===== src/rtl/rom_router_pkg.sv =====
// Shared types and the per-port lane mapping helper for the ROM download router.
package rom_router_pkg;

    localparam int MAX_PORTS = 4;
    localparam int MAX_AW    = 32;

    typedef enum logic {IDLE, WAIT} state_t;

    typedef struct packed {
        logic [MAX_AW-1:0]    addr;
        logic [7:0]           data;
        logic [MAX_PORTS-1:0] hit;
        logic                 valid;
    } skid_t;

    typedef struct packed {
        logic [MAX_AW-1:0] a;
        logic [1:0]        ds;
    } lane_t;

    // k = 0 packs byte pairs into words; k >= 1 pulls bit k out as the lane select.
    function automatic lane_t lane_map(input logic [MAX_AW-1:0] off, input logic [4:0] k);
        lane_t r;
        if (k == 5'd0) begin
            r.a  = off >> 1;
            r.ds = {off[0], ~off[0]};
        end else begin
            r.a  = ((off >> (k + 5'd1)) << k) | (off & ((32'd1 << k) - 32'd1));
            r.ds = {~off[k], off[k]};
        end
        return r;
    endfunction

endpackage


===== src/rtl/rom_router_map.sv =====
// Per-port address window hit test and 8->16-bit lane mapping.
module rom_router_map
    import rom_router_pkg::*;
#(
    parameter int               IO_AW = 25,
    parameter int               SD_AW = 23,
    parameter logic [IO_AW-1:0] BASE  = '0,
    parameter logic [IO_AW-1:0] LIMIT = '1,
    parameter logic [4:0]       ILV   = 5'd0
) (
    input  logic [IO_AW-1:0]  hit_addr,
    input  logic [MAX_AW-1:0] map_addr,
    output logic              hit,
    output logic [SD_AW-1:0]  a,
    output logic [1:0]        ds
);

    logic [IO_AW-1:0] span_off;
    lane_t            lane;

    // Single unsigned compare against the window span; assumes BASE <= LIMIT.
    assign span_off = hit_addr - BASE;
    assign hit      = (span_off <= IO_AW'(LIMIT - BASE));

    assign lane = lane_map(map_addr - MAX_AW'(BASE), ILV);
    assign a    = lane.a[SD_AW-1:0];
    assign ds   = lane.ds;

endmodule


===== src/rtl/rom_download_router.sv =====
// Routes ioctl download bytes to SDRAM write ports over toggle req/ack, with a one-entry skid.
// Optional running checksum port enabled by defining ROM_ROUTER_CHECKSUM_EN.
module rom_download_router
    import rom_router_pkg::*;
#(
    parameter int                           NUM_PORTS  = 2,
    parameter int                           IO_AW      = 25,
    parameter int                           SD_AW      = 23,
    parameter logic [7:0]                   ROM_INDEX  = 8'h00,
    parameter logic [MAX_PORTS*IO_AW-1:0]   PORT_BASE  = '0,
    parameter logic [MAX_PORTS*IO_AW-1:0]   PORT_LIMIT = '1,
    parameter logic [MAX_PORTS*5-1:0]       PORT_ILV   = '0,
    parameter int                           RESET_HOLD = 16
) (
    input  logic                       clk_sys,
    input  logic                       reset_n,
    input  logic                       ioctl_download,
    input  logic [7:0]                 ioctl_index,
    input  logic                       ioctl_wr,
    input  logic [IO_AW-1:0]           ioctl_addr,
    input  logic [7:0]                 ioctl_dout,
    output logic [NUM_PORTS-1:0]       port_req,
    input  logic [NUM_PORTS-1:0]       port_ack,
    output logic [NUM_PORTS*SD_AW-1:0] port_a,
    output logic [NUM_PORTS*2-1:0]     port_ds,
    output logic [15:0]                port_d,
    output logic                       port_we,
    input  logic                       rst_req,
    output logic                       rom_loaded,
    output logic                       reset_out,
    output logic                       overflow
`ifdef ROM_ROUTER_CHECKSUM_EN
    ,
    output logic [15:0]                checksum
`endif
);

    state_t                state;
    skid_t                 skid;
    logic                  wr_last;
    logic                  dl_last;
    logic                  end_pend;
    logic [NUM_PORTS-1:0]  pend;
    logic [15:0]           hold_cnt;

    logic                  accept;
    logic                  done;
    logic                  from_skid;
    logic                  issue;
    logic                  wait_accept;
    logic                  skid_load;
    logic                  skid_drop;
    logic                  dl_fall;
    logic [NUM_PORTS-1:0]  hit;
    logic [MAX_PORTS-1:0]  new_hit4;
    logic [MAX_PORTS-1:0]  mask4;
    logic [NUM_PORTS-1:0]  issue_mask;
    logic [MAX_AW-1:0]     map_addr;
    logic [7:0]            iss_data;
    logic [SD_AW-1:0]      map_a  [NUM_PORTS];
    logic [1:0]            map_ds [NUM_PORTS];

    assign accept    = ioctl_wr & ~wr_last & ioctl_download & (ioctl_index == ROM_INDEX);
    assign done      = ((port_ack ^ port_req) & pend) == '0;
    assign from_skid = (state == WAIT) & skid.valid;
    assign new_hit4  = MAX_PORTS'(hit);
    assign mask4     = from_skid ? skid.hit : new_hit4;
    assign issue_mask = mask4[NUM_PORTS-1:0];
    assign map_addr  = from_skid ? skid.addr : MAX_AW'(ioctl_addr);
    assign iss_data  = from_skid ? skid.data : ioctl_dout;
    assign dl_fall   = ~ioctl_download & dl_last;

    // Hit test always looks at the incoming byte; lane mapping follows whatever is being issued.
    for (genvar p = 0; p < NUM_PORTS; p++) begin : g_map
        rom_router_map #(
            .IO_AW (IO_AW),
            .SD_AW (SD_AW),
            .BASE  (PORT_BASE[p*IO_AW +: IO_AW]),
            .LIMIT (PORT_LIMIT[p*IO_AW +: IO_AW]),
            .ILV   (PORT_ILV[p*5 +: 5])
        ) u_map (
            .hit_addr (ioctl_addr),
            .map_addr (map_addr),
            .hit      (hit[p]),
            .a        (map_a[p]),
            .ds       (map_ds[p])
        );
    end

    always_comb begin
        issue = 1'b0;
        case (state)
            IDLE:    issue = accept & (|mask4);
            WAIT:    issue = done & (skid.valid | (accept & (|mask4)));
            default: issue = 1'b0;
        endcase
    end

    // When the skid drains on completion, a simultaneous new byte takes its place.
    assign wait_accept = (state == WAIT) & accept & (|new_hit4);
    assign skid_load   = wait_accept & (done ? skid.valid : ~skid.valid);
    assign skid_drop   = wait_accept & ~done & skid.valid;

    always_ff @(posedge clk_sys or negedge reset_n) begin
        if (!reset_n) begin
            state      <= IDLE;
            skid       <= '0;
            wr_last    <= 1'b0;
            dl_last    <= 1'b0;
            end_pend   <= 1'b0;
            pend       <= '0;
            port_req   <= '0;
            port_a     <= '0;
            port_ds    <= '0;
            port_d     <= '0;
            port_we    <= 1'b0;
            rom_loaded <= 1'b0;
            overflow   <= 1'b0;
        end else begin
            wr_last <= ioctl_wr;
            dl_last <= ioctl_download;
            port_we <= ioctl_download;

            if (issue) begin
                state    <= WAIT;
                port_req <= port_req ^ issue_mask;
                pend     <= issue_mask;
                port_d   <= {iss_data, iss_data};
                for (int p = 0; p < NUM_PORTS; p++) begin
                    if (issue_mask[p]) begin
                        port_a[p*SD_AW +: SD_AW] <= map_a[p];
                        port_ds[p*2 +: 2]        <= map_ds[p];
                    end
                end
            end else if (state == WAIT && done) begin
                state <= IDLE;
            end

            if (skid_load) begin
                skid <= '{addr: MAX_AW'(ioctl_addr), data: ioctl_dout, hit: new_hit4, valid: 1'b1};
            end else if (issue && from_skid) begin
                skid.valid <= 1'b0;
            end

            if (skid_drop) begin
                overflow <= 1'b1;
            end

            if (dl_fall || end_pend) begin
                if (state == IDLE) begin
                    rom_loaded <= 1'b1;
                    end_pend   <= 1'b0;
                end else begin
                    end_pend <= 1'b1;
                end
            end
        end
    end

    // reset_out is registered, so it drops RESET_HOLD+1 cycles after rom_loaded rises.
    always_ff @(posedge clk_sys or negedge reset_n) begin
        if (!reset_n) begin
            hold_cnt  <= 16'(RESET_HOLD);
            reset_out <= 1'b1;
        end else begin
            if (rst_req || !rom_loaded) begin
                hold_cnt <= 16'(RESET_HOLD);
            end else if (hold_cnt != 16'd0) begin
                hold_cnt <= hold_cnt - 16'd1;
            end
            reset_out <= rst_req | ~rom_loaded | (hold_cnt != 16'd0);
        end
    end

`ifdef ROM_ROUTER_CHECKSUM_EN
    logic dl_rise;
    assign dl_rise = ioctl_download & ~dl_last;

    always_ff @(posedge clk_sys or negedge reset_n) begin
        if (!reset_n) begin
            checksum <= 16'h0000;
        end else if (accept) begin
            checksum <= (dl_rise ? 16'h0000 : checksum) + 16'(ioctl_dout);
        end else if (dl_rise) begin
            checksum <= 16'h0000;
        end
    end
`endif

endmodule


===== config.mk =====
export PLATFORM = sky130hd
export DESIGN_NAME = rom_download_router
export DESIGN_NICKNAME = d
export VERILOG_FILES = /design/src/rtl/rom_router_pkg.sv /design/src/rtl/rom_router_map.sv /design/src/rtl/rom_download_router.sv
export SDC_FILE = /design/constraint.sdc
export NUM_CORES = 1
export LEC_CHECK = 0
export BUFFER_PORTS_ARGS = -buffer_cell sky130_fd_sc_hd__buf_2
export CORE_MARGIN = 2
export CORE_UTILIZATION = 41
export DETAILED_ROUTE_END_ITERATION = 10
export SLEW_MARGIN = 20
export SYNTH_ARGS = -nofsm -noshare
export SYNTH_HDL_FRONTEND = slang
export SYNTH_SLANG_ARGS = --single-unit
export TNS_END_PERCENT = 30

===== constraint.sdc =====
create_clock -name clk_sys -period 2.51 [get_ports clk_sys]
set_input_delay 0 -clock clk_sys [delete_from_list [all_inputs] [get_ports clk_sys]]
set_output_delay 0 -clock clk_sys [all_outputs]
set_load 0.03 [all_outputs]

Word level (Yosys, flattened, before mapping)
Index checks and enable logic that the tools add are counted.
{ "word_totals": {"input_bits": 48, "ff_bits": 127, "out_inout_bits": 72, "word_cells": 73} }
{ "op_classes": {"add_sub_neg": 1, "order_cmp": 1, "bitwise": 25, "mux": 12, "reduce_logical": 15} }
{ "ops": {"columns": ["cell", "n"], "rows": [
  ["16-bit 2-to-1 mux", 2],
  ["25-bit less-or-equal comparator (second input constant)", 1],
  ["24-bit 2-to-1 mux", 1],
  ["16-bit nonzero test", 1],
  ["16-bit by 1-bit subtractor with 16-bit output (second input constant)", 1],
  ["1-bit bitwise AND", 12],
  ["8-bit zero test", 1],
  ["8-bit 2-to-1 mux", 1],
  ["1-bit NOT", 7],
  ["1-bit 2-to-1 mux", 6],
  ["2-bit AND reduction", 3],
  ["2-bit nonzero test", 3],
  ["4-bit OR reduction", 1],
  ["2-bit bitwise XOR", 2],
  ["1-bit OR", 3],
  ["2-bit bitwise AND", 1],
  ["1-bit logical AND", 2],
  ["2-bit zero test", 1],
  ["1-bit logical OR", 2],
  ["2-bit 2-to-1 mux", 1],
  ["1-bit case mux with 2 select lines", 1],
  ["1-bit zero test", 1]
]} }

Longest topological paths before layout
Gate-level depths: netlist (run 1).
{ "depth": {"word_depth": 11, "ltp_mapped": 8, "depth_no_buf": 6} }

Modules after synthesis
A second synthesis (run 1) with hierarchy kept.
{ "unflattened": {"cells_unflattened": 497, "area_unflattened_um2": 6133.4} }
{ "by_module_without_submodules": {"columns": ["mod", "instances", "area_each_um2", "cells_per_inst"], "rows": [
  ["rom_download_router", 1, 5743.0, 443],
  ["rom_router_map", 2, 195.2, 27]
]} }

Least setup slack after synthesis (run 1)
No wires, ideal clock.
{ "synth_path": {"kind": "reg2reg", "startpoint": "register port_req[1]", "endpoint": "register skid[12] (netlist bit)", "synth_period_minus_slack_ns": 2.117, "arrival_ns": 1.992, "path_buffers": 2, "required_time_ns": 2.385, "slack_ns": 0.393, "path_stages_with_launch": 8, "cell_sequence": "dfrtp_1 xor2_1 o21ai_0 xnor2_1 and3_1 buf_2 buf_4 mux2_2"} }
{ "synth_between": {"elab_chain_len": 5} }
{ "synth_rtl": {"columns": ["element", "line_no", "source"], "rows": [
  ["start, declared", "rom_download_router.sv:22", "output logic [NUM_PORTS-1:0] port_req,"],
  ["start signal, assigned", "rom_download_router.sv:126", "port_req <= port_req ^ issue_mask;"],
  ["2-bit bitwise XOR", "rom_download_router.sv:64", "assign done = ((port_ack ^ port_req) & pend) == '0;"],
  ["2-bit bitwise AND", "rom_download_router.sv:64", null],
  ["2-bit zero test", "rom_download_router.sv:64", null],
  ["1-bit 2-to-1 mux", "rom_download_router.sv:101", "assign skid_load = wait_accept & (done ? skid.valid : ~skid.valid);"],
  ["1-bit bitwise AND", "rom_download_router.sv:101", null],
  ["end signal, assigned", "rom_download_router.sv:140", "skid <= '{addr: MAX_AW'(ioctl_addr), data: ioctl_dout, hit: new_hit4, valid: 1'b1};"],
  ["end, declared", "rom_download_router.sv:39", "skid_t skid;"]
]} }
No other way between the ends.
A chain may end at the register's enable or synchronous reset.

Worst setup path in the final report (run 1)
{ "layout_path": {"startpoint": "register wr_last", "endpoint": "register skid[19] (netlist bit)"} }
{ "layout_between": {"elab_chain_len": 7} }
{ "layout_rtl": {"columns": ["element", "line_no", "source"], "rows": [
  ["start, declared", "rom_download_router.sv:40", "logic wr_last;"],
  ["start signal, assigned", "rom_download_router.sv:120", "wr_last <= ioctl_wr;"],
  ["1-bit NOT", "rom_download_router.sv:63", "assign accept = ioctl_wr & ~wr_last & ioctl_download & (ioctl_index == ROM_INDEX);"],
  ["1-bit bitwise AND (3 in series)", "rom_download_router.sv:63", null],
  ["1-bit bitwise AND (2 in series)", "rom_download_router.sv:100", "assign wait_accept = (state == WAIT) & accept & (|new_hit4);"],
  ["1-bit bitwise AND", "rom_download_router.sv:101", null]
]} }
No other way between the ends.

==> results of run 1 <==
cells in the mapped netlist (all sizes together):
master,instances,area (sq um)
dfrtp,91,2280
mux2,48,541
buf,45,337
nor2,43,164
a21oi,30,248
mux2i,25,250
o21ai,11,55.1
nand2,10,37.5
xor2,8,85.1
inv,6,22.5
clkbuf,4,15.0
nand3,4,20.0
nor3,4,20.0
xnor2,4,35.0
nor4,3,33.8
o21bai,3,22.5
or4,3,26.3
a211oi,2,15.0
and2,2,12.5
dfstp,2,52.6
nand2b,2,12.5
nand4,2,12.5
nand4b,2,17.5
nor2b,2,12.5
nor4b,2,38.8
or2,2,12.5
or3,2,12.5
a211o,1,8.76
a31o,1,8.76
a31oi,1,6.26
and3,1,6.26
ha,1,12.5
nand3b,1,7.51
nor3b,1,7.51
o211a,1,10.0
o21a,1,7.51
o31a,1,8.76
o31ai,1,7.51
or3b,1,8.76
or4b,1,13.8
cell type report:
cell class                      instances  area [sq um]  area share
Multi-Input combinational cell        227          1800       0.324
Timing Repair Buffer                  160          1050       0.188
Sequential cell                        93          2330       0.419
Tap cell                              140           175      0.0315
Clock buffer                           14           153      0.0274
Clock inverter                          2          35.0     0.00630
Inverter                                6          22.5     0.00405
cell families (layout without fill, tap and decap cells):
logic type / count (synthesis) / in the layout / synth area share
multiplexers: 73 / 73 / 0.176
adder cells (fa/ha/maj): 1 / 1 / 0.00278
AND/OR/NAND/NOR: 88 / 88 / 0.106
flip-flops: 93 / 93 / 0.518
buffers and inverters: 55 / 182 / 0.0831
AO/OA/AOI/OAI: 53 / 53 / 0.0884
XOR/XNOR: 12 / 12 / 0.0267
worst max-delay path, cell delays in order, from the launching register on:
cell     delay (ps)
dfrtp_1         360
or3b_2          510
nor4b_4         360
and3_2          410
buf_12          190
mux2_2          340
sequential cells by signal, summed over array words and instances, names as in the netlist:
signal      cells
rom_loaded      1
hold_cnt       16
dl_last         1
port_req        2
port_d          8
skid           34
end_pend        1
overflow        1
pend            1
port_a         23
reset_out       1
port_ds         2
state           1
wr_last         1
repair_timing:
action,in CTS,in global routing
hold buffers,35,0
resized for setup,0,0
endpoints found under the hold margin,103,0
worst min path at each step:
stage | from | depth (start not counted) | endpoint | slack [ps]
final | ioctl_index[3] | 5 | overflow | 60
after global routing | ioctl_index[3] | 5 | overflow | 70
after CTS | ioctl_index[6] | 5 | overflow | 50
after floorplan | reset_n | 0 | dl_last | -300
after detailed placement | reset_n | 1 | port_a[9] | 60
after global placement | reset_n | 1 | port_a[9] | 60
layer usage:
layer	global-route usage	wire, um	vias to the layer above	share of wire
li1	-	-	1502	-
met5	0	0	-	0
met1	0.191	3950	1540	0.46
met3	0.0359	343	6	0.040
met4	0.0568	100	0	0.012
met2	0.250	4190	67	0.49
power groups by stage:
| stage | sequential, uW | clock (uW) | combinational [uW] |
|---|---|---|---|
| floorplan | 2000 | 0 | 825 |
| finish | 1840 | 984 | 1260 |
| global placement | 1860 | 0 | 1200 |
| CTS | 1840 | 1020 | 1270 |
| global route | 1880 | 1080 | 1370 |
| detailed placement | 1870 | 0 | 1220 |
metrics by stage:
stage | instances | cell area [sq um] | utilization | hold slack (ps)
floorplan | 375 | 4500 | - | -296
global placement | 591 | 5020 | 0.465 | 58.0
detailed placement | 591 | 5020 | 0.465 | 61.8
CTS | 642 | 5560 | 0.515 | 47.0
global route | 642 | 5560 | 0.515 | 69.6
finish | 642 | 5560 | 0.515 | 61.3
==> out/metrics.cfg, run 1 <==
[global_routing]
grt_pass1_wl_um = 13900
grt_antenna_before_repair = 0
grt_remaining_overflow = 0
first_global_vias = 2991
track_usage = 0.151
grt_max_degree = 49

[final_layout]
final_common_cell = buf_2
drive_above_1_share = 0.448
n_antenna_cell = 0
fin_nets = 546
fillers = 998
syn2layout_area_growth_pct = 23.5
layout_common_cells = 117 x buf_2, 91 x dfrtp_1, 48 x mux2_2

[sta]
period_needed_ps = 2270
finalCritPeriodShare = 0.904
setup_slack_ps = 240
maxSlewHeadroom = 0.561
setup_viol = 0
slew_violations = 0
clock_skew_ps = 9.18
max_freq_mhz = 441
rsz0062_at_grt = no
worst_pin_slew_ps = 659
tns_ps = 0
hold_violations = 0

[detailed_routing]
postRouteAntennaNets = 0
drtPass1Iterations = 4
drt_iter0_markers = 87
post_drt_via_cell_ratio = 4.85
wire_per_inst_um = 13.4
wl_um = 8580
drc = 0
vias = 3115

[yosys]
yosys_warnings = 0
yosysSeqAreaShare = 0.518
synth_cells = 375
syn_area_per_cell_sq_um = 12.0
syn-cell-area_sq_mm = 0.00450
synth_cell_types = 51
ys_seq_elements = 93
synth_nets = 424

[placed_design]
place.gp.congestion = 0.769
portBuffers = 118
hpwl_um = 5830
place_ws_ps = 224

[pwr]
switching_share = 0.356
p_leak_uw = 0.00257
finalPower_uw = 4080
power_frac_clock = 0.241
ir_drop_mv = 0.579
p_per_area_mw_per_mm2 = 734
p_sw_uw = 1450
p_int_uw = 2630
p_comb_frac = 0.308
sequentialPowerShare = 0.451

[critical_path]
worstSetupStartpointType = flip-flop
reg2reg_to = skid[19]
arrival_ps = 2510
cp-endpoint = skid[19]
worstSetupEndpointType = flip-flop
r2r-start = wr_last
cp_max_fo = 15
worstPathRequired_ps = 2750
ff2ff_setup_slack_ps = 240
startpoint = wr_last
crit_type = flip-flop to flip-flop
reg2regPathDepth = 5

[cts]
path_clk_slew_ps = 80
cts-root-buf = clkbuf_8
clk_path_buf_depth = 2
cts_setup_buffers = 0
cts_tree = built
clkLatencyLatePin_ps = 350
cts_buffers = 9
cts_sinks = 93
h-tree-depth = 3

[floorplan]
dieArea_sq_mm = 0.0118
io_pins = 120
die_y_um = 109
fp.dieW_um = 109
initial_utilization = 0.417
rows = 38
coreArea_sq_mm = 0.0108

[status]
status = complete, no violations

[flow_run]
max_cap_violations = 0

[min_path]
min_path_type = input port to flip-flop

No activity file was read; power rests on OpenSTA's default activity.
==> run 2, diff against run 1 <==
--- a/config.mk
+++ b/config.mk
@@ -7,8 +7,9 @@
 export LEC_CHECK = 0
 export BUFFER_PORTS_ARGS = -buffer_cell sky130_fd_sc_hd__buf_2
 export CORE_MARGIN = 2
-export CORE_UTILIZATION = 41
+export CORE_UTILIZATION = 53
 export DETAILED_ROUTE_END_ITERATION = 10
+export PLACE_DENSITY = 0.8
 export SLEW_MARGIN = 20
 export SYNTH_ARGS = -nofsm -noshare
 export SYNTH_HDL_FRONTEND = slang
==> run 2 against run 1 <==
Effect of this change:
- clock power shrank 6.8%
- largest power group unchanged
- final cell count down 5.8%
- global-route usage is 5.7 points higher
- first-iteration DRC count grew 36%
- sequential share of layout area is 0.57 points higher
==> out/metrics.cfg, run 2 (synthesized netlist as in run 1, its figures left out) <==
[cts]
h-tree-depth = 3
cts_tree = built
cts_sinks = 93
clk_path_buf_depth = 2
path_clk_slew_ps = 90
cts_buffers = 9
cts_resized = 0
cts-root-buf = clkbuf_8
clkLatencyLatePin_ps = 360

[global_routing]
track_usage = 0.207
grt_antenna_before_repair = 0
first_global_vias = 3099
busiest_layer = met2
met2_usage = 0.363
grt_max_degree = 51
use_met3 = 0.0376
grt_remaining_overflow = 0
grtUsageMet1 = 0.252
grt_pass1_wl_um = 14600

[sta]
max_freq_mhz = 444
finalCritPeriodShare = 0.897
maxSlewHeadroom = 0.574
rsz0062_at_grt = no
clock_skew_ps = 8.79
worst_pin_slew_ps = 640
setup_viol = 0
tns_ps = 0
period_needed_ps = 2250
hold_violations = 0
slew_violations = 0

[critical_path]
crit_path_top_delay_cell = nor4b_2
cp_max_fo = 10
cpPeakStageDelay_ps = 500
cp_num_cells = 5
arrival_ps = 2510
worstSetupEndpointType = flip-flop
worstSetupStartpointType = flip-flop
critPathBufInv = 0
worstPathCellList = nor3_1 > nand3b_1 > nor4b_2 > a211oi_1 > a31o_2
crit_type = flip-flop to flip-flop
crit_family = simple AND/OR/NAND/NOR gates
worstPathRequired_ps = 2770
reg2regPathDepth = 5

[detailed_routing]
wl_um = 9000
post_drt_via_cell_ratio = 5.22
drt_iter0_markers = 118
drtPass1Iterations = 4
wire_per_inst_um = 14.9
vias = 3161
postRouteAntennaNets = 0
drc = 0

[floorplan]
fp.dieW_um = 96.2
initial_utilization = 0.548
rows = 33
coreArea_sq_mm = 0.00822
die_y_um = 96.2
dieArea_sq_mm = 0.00925
io_pins = 120

[final_layout]
top_regs = skid x34, port_a x23, hold_cnt x16
largest_reg_flops = 34
drive_above_1_share = 0.452
regMostFlops = skid
fin_nets = 545
n_antenna_cell = 0
syn2layout_area_growth_pct = 21.9
final_common_cell = buf_2
layout_common_cells = 117 x buf_2, 91 x dfrtp_1, 48 x mux2_2

[pwr]
p_leak_uw = 0.00256
p_per_area_mw_per_mm2 = 735
ir_drop_mv = 0.659
finalPower_uw = 4030

[placed_design]
hpwl_um = 5730
portBuffers = 118
place.gp.congestion = 0.820

[min_path]
min_path_cells = 5
min_path_type = input port to flip-flop

[status]
status = complete, no violations

[flow_run]
max_cap_violations = 0

-- run 2: cell count changes in the layout (fill, tap and decap cells not counted), sizes merged --
cell	delta
clkbuf	-2
buf	-1
bufinv	-1
clkinv	+1
clkinvlp	+1
-- run 2: final cells by class --
| cell class | instances | area, sq um |
|---|---|---|
| repair buffers | 159 | 1030 |
| clock buffers | 12 | 155 |
| inverters | 6 | 22.5 |
| fillers | 627 | 2730 |
| multi-input cells | 227 | 1800 |
| flip-flops and latches | 93 | 2330 |
| well taps | 105 | 131 |
| clock inverters | 3 | 21.3 |
-- run 2: through the flow --
step / util / std cells / cell area, sq um / hold WS [ps] / setup WS, ps
4_1_cts: 0.668 / 605 / 5490 / 43.3 / 280
5_1_grt: 0.668 / 605 / 5490 / 70.3 / 71.5
6_report: 0.668 / 605 / 5490 / 57.5 / 259
2_1_floorplan: - / 375 / 4500 / -296 / 393
3_5_place_dp: 0.604 / 555 / 4960 / 51.0 / 300
3_3_place_gp: 0.604 / 555 / 4960 / 37.9 / 336
-- run 2: worst reg2reg max path, stage by stage, from the launching register on --
cell and delay, ps:
dfrtp_1 410, nor3_1 470, nand3b_1 390, nor4b_2 500, a211oi_1 140, a31o_2 240
-- run 2: worst paths after layout --
kind / from / to / slack [ps]
worst max register to register: hold_cnt[9] / hold_cnt[15] / 260
worst min-delay path: ioctl_index[3] / overflow / 60
max in group asynchronous: reset_n / reset_out / 1610
min in group asynchronous: reset_n / port_a[18] / 170
worst min register to register: skid[1] / skid[1] / 470
worst max-delay path: hold_cnt[9] / hold_cnt[15] / 260
-- run 2: per-layer routing --
metal  vias up  share of wire
met5         -              0
met4         0          0.017
met3        13          0.038
met2        78           0.53
met1      1569           0.42
li1       1501              -
-- run 2: what timing repair did --
item                      in CTS  in global routing
hold endpoints to repair     103                  0
hold buffers                  35                  0
setup buffers                  0                  0
-- run 2: report_power, final --
part	switching [uW]	internal, uW	total, uW	leakage, uW
combinational	813	461	1270	0.00127
clock	508	410	917	0.0000884
sequential	162	1680	1840	0.00119
total	1480	2550	4030	0.00256
==> run 3, diff against run 2 <==
--- a/config.mk
+++ b/config.mk
@@ -6,7 +6,7 @@
 export NUM_CORES = 1
 export LEC_CHECK = 0
 export BUFFER_PORTS_ARGS = -buffer_cell sky130_fd_sc_hd__buf_2
-export CORE_MARGIN = 2
+export CORE_MARGIN = 3
 export CORE_UTILIZATION = 53
 export DETAILED_ROUTE_END_ITERATION = 10
 export PLACE_DENSITY = 0.8
==> run 3 against run 2 <==
Effect of this change:
- via count decreased by 2.5%
- register-to-register slack got worse by 50 ps
- die area increased by 4.2%
- combinational power about the same
- clock skew increased by 3.2 ps
- non-clock buffer count increased by 1
- global-route usage decreased by 1.5 points
- utilization increased by 2.5 points
- critical path type unchanged
- critical endpoint is now skid[23]
- largest cell class unchanged
==> out/metrics.cfg, run 3 (synthesized netlist as in run 1, its figures left out) <==
[status]
status = complete, no violations

[final_layout]
layout_common_cells = 117 x buf_2, 91 x dfrtp_1, 48 x mux2_2
fin_nets = 546
top_regs = skid x34, port_a x23, hold_cnt x16
drive_above_1_share = 0.448
final_cell_area_sq_mm = 0.00552
syn2layout_area_growth_pct = 22.7
fin_util = 0.693
largest_reg_flops = 34
layout.cells.non_filler = 604
regMostFlops = skid
final_common_cell = buf_2
n_antenna_cell = 0

[sta]
worst_pin_slew_ps = 633
setup_viol = 0
tns_ps = 0
slew_violations = 0
period_needed_ps = 2300
rsz0062_at_grt = no
clock_skew_ps = 12.0
finalCritPeriodShare = 0.916
maxSlewHeadroom = 0.578
max_freq_mhz = 435
hold_violations = 0

[critical_path]
worstSetupStartpointType = flip-flop
crit_family = simple AND/OR/NAND/NOR gates
cp_max_fo = 8
ff2ff_setup_slack_ps = 210
reg2regPathDepth = 5
arrival_ps = 2530
startpoint = wr_last
critPathBufInv = 1
r2r-start = wr_last
reg2reg_to = skid[23]
crit_type = flip-flop to flip-flop
worstPathCellList = or3b_2 > nor4b_4 > and3_2 > buf_4 > mux2_2
worstSetupEndpointType = flip-flop
crit_path_top_delay_cell = or3b_2
worstPathRequired_ps = 2740
cpPeakStageDelay_ps = 510

[detailed_routing]
postRouteAntennaNets = 0
drtPass1Iterations = 4
drt_iter0_markers = 59
vias = 3081
wl_um = 8910
post_drt_via_cell_ratio = 5.10
wire_per_inst_um = 14.8
drc = 0

[global_routing]
track_usage = 0.192
grt_pass1_wl_um = 15200
grt_remaining_overflow = 0
grt_max_degree = 49
first_global_vias = 3239
grt_antenna_before_repair = 0

[min_path]
hold_path_end = overflow
hp-start = ioctl_index[7]
min_path_type = input port to flip-flop
min_path_cells = 5

[floorplan]
fp.dieW_um = 98.2
die_y_um = 98.2
dieArea_sq_mm = 0.00964
io_pins = 120
coreArea_sq_mm = 0.00797
initial_utilization = 0.565
rows = 32

[cts]
cts_buffers = 9
cts_resized = 0
cts_tree = built
h-tree-depth = 3
path_clk_slew_ps = 80
clk_path_buf_depth = 2
clkLatencyLatePin_ps = 350
cts_sinks = 93
cts-root-buf = clkbuf_8

[placed_design]
place_inst = 553
hpwl_um = 6110
portBuffers = 118
dpl_cell_area_sq_mm = 0.00498
place.gp.congestion = 0.814

[pwr]
p_leak_uw = 0.00257
p_per_area_mw_per_mm2 = 741
ir_drop_mv = 0.640

[flow_run]
max_cap_violations = 0

[run 3: cell types whose count changed in the layout (fill, tap and decap cells not counted), sizes merged]
cell	previous run	this run
bufinv	0	1
clkinv	2	0
clkbuf	12	15
buf	124	125
clkinvlp	1	0
[run 3: routing by layer]
layer | up-vias | share of wire | track usage
met2 | 80 | 0.51 | 0.336
met3 | 10 | 0.052 | 0.0400
met4 | 0 | 0.014 | 0.0672
met1 | 1486 | 0.42 | 0.235
met5 | - | 0 | 0
li1 | 1505 | - | -
[run 3: worst max-delay path by stage]
| stage | to | slack (ps) | depth (start not counted) |
|---|---|---|---|
| after floorplan | skid[12] | 390 | 7 |
| after global placement | skid[21] | 260 | 5 |
| after detailed placement | skid[23] | 210 | 5 |
| after CTS | skid[11] | 190 | 5 |
| after global routing | skid[23] | 100 | 5 |
| final | skid[23] | 210 | 5 |
[run 3: worst min-delay path, delay by kind of cell]
kind | cells | cell delay (ps)
AOI/OAI and AO/OA | 1 | 60
and+or+nand+nor | 3 | 240
buffers and inverters | 1 | 70
[run 3: what timing repair did]
item | in CTS | in global routing
setup endpoints to repair | 0 | 0
buffers inserted | 0 | 0
hold buffers | 35 | 0
endpoints found under the hold margin | 106 | 0
[run 3: cell type report]
| class | instances | area [sq um] |
|---|---|---|
| Clock buffer | 15 | 166 |
| Inverter | 6 | 22.5 |
| Fill cell | 622 | 2440 |
| Tap cell | 102 | 128 |
| Multi-Input combinational cell | 227 | 1800 |
| Timing Repair Buffer | 160 | 1050 |
| Clock inverter | 1 | 30.0 |
| Sequential cell | 93 | 2330 |
[run 3: through the flow]
step / setup WS [ps] / hold slack (ps) / total power (uW)
after floorplan: 393 / -296 / 2830
after global placement: 264 / 52.0 / 3040
after detailed placement: 210 / 51.3 / 3090
after CTS: 190 / 63.7 / 4140
after global routing: 99.9 / 102 / 4330
final: 211 / 70.1 / 4090
[run 3: power breakdown]
group          switching, uW  leakage (uW)  internal (uW)
Sequential               162       0.00119           1680
Clock                    478     0.0000979            518
Combinational            796       0.00128            461
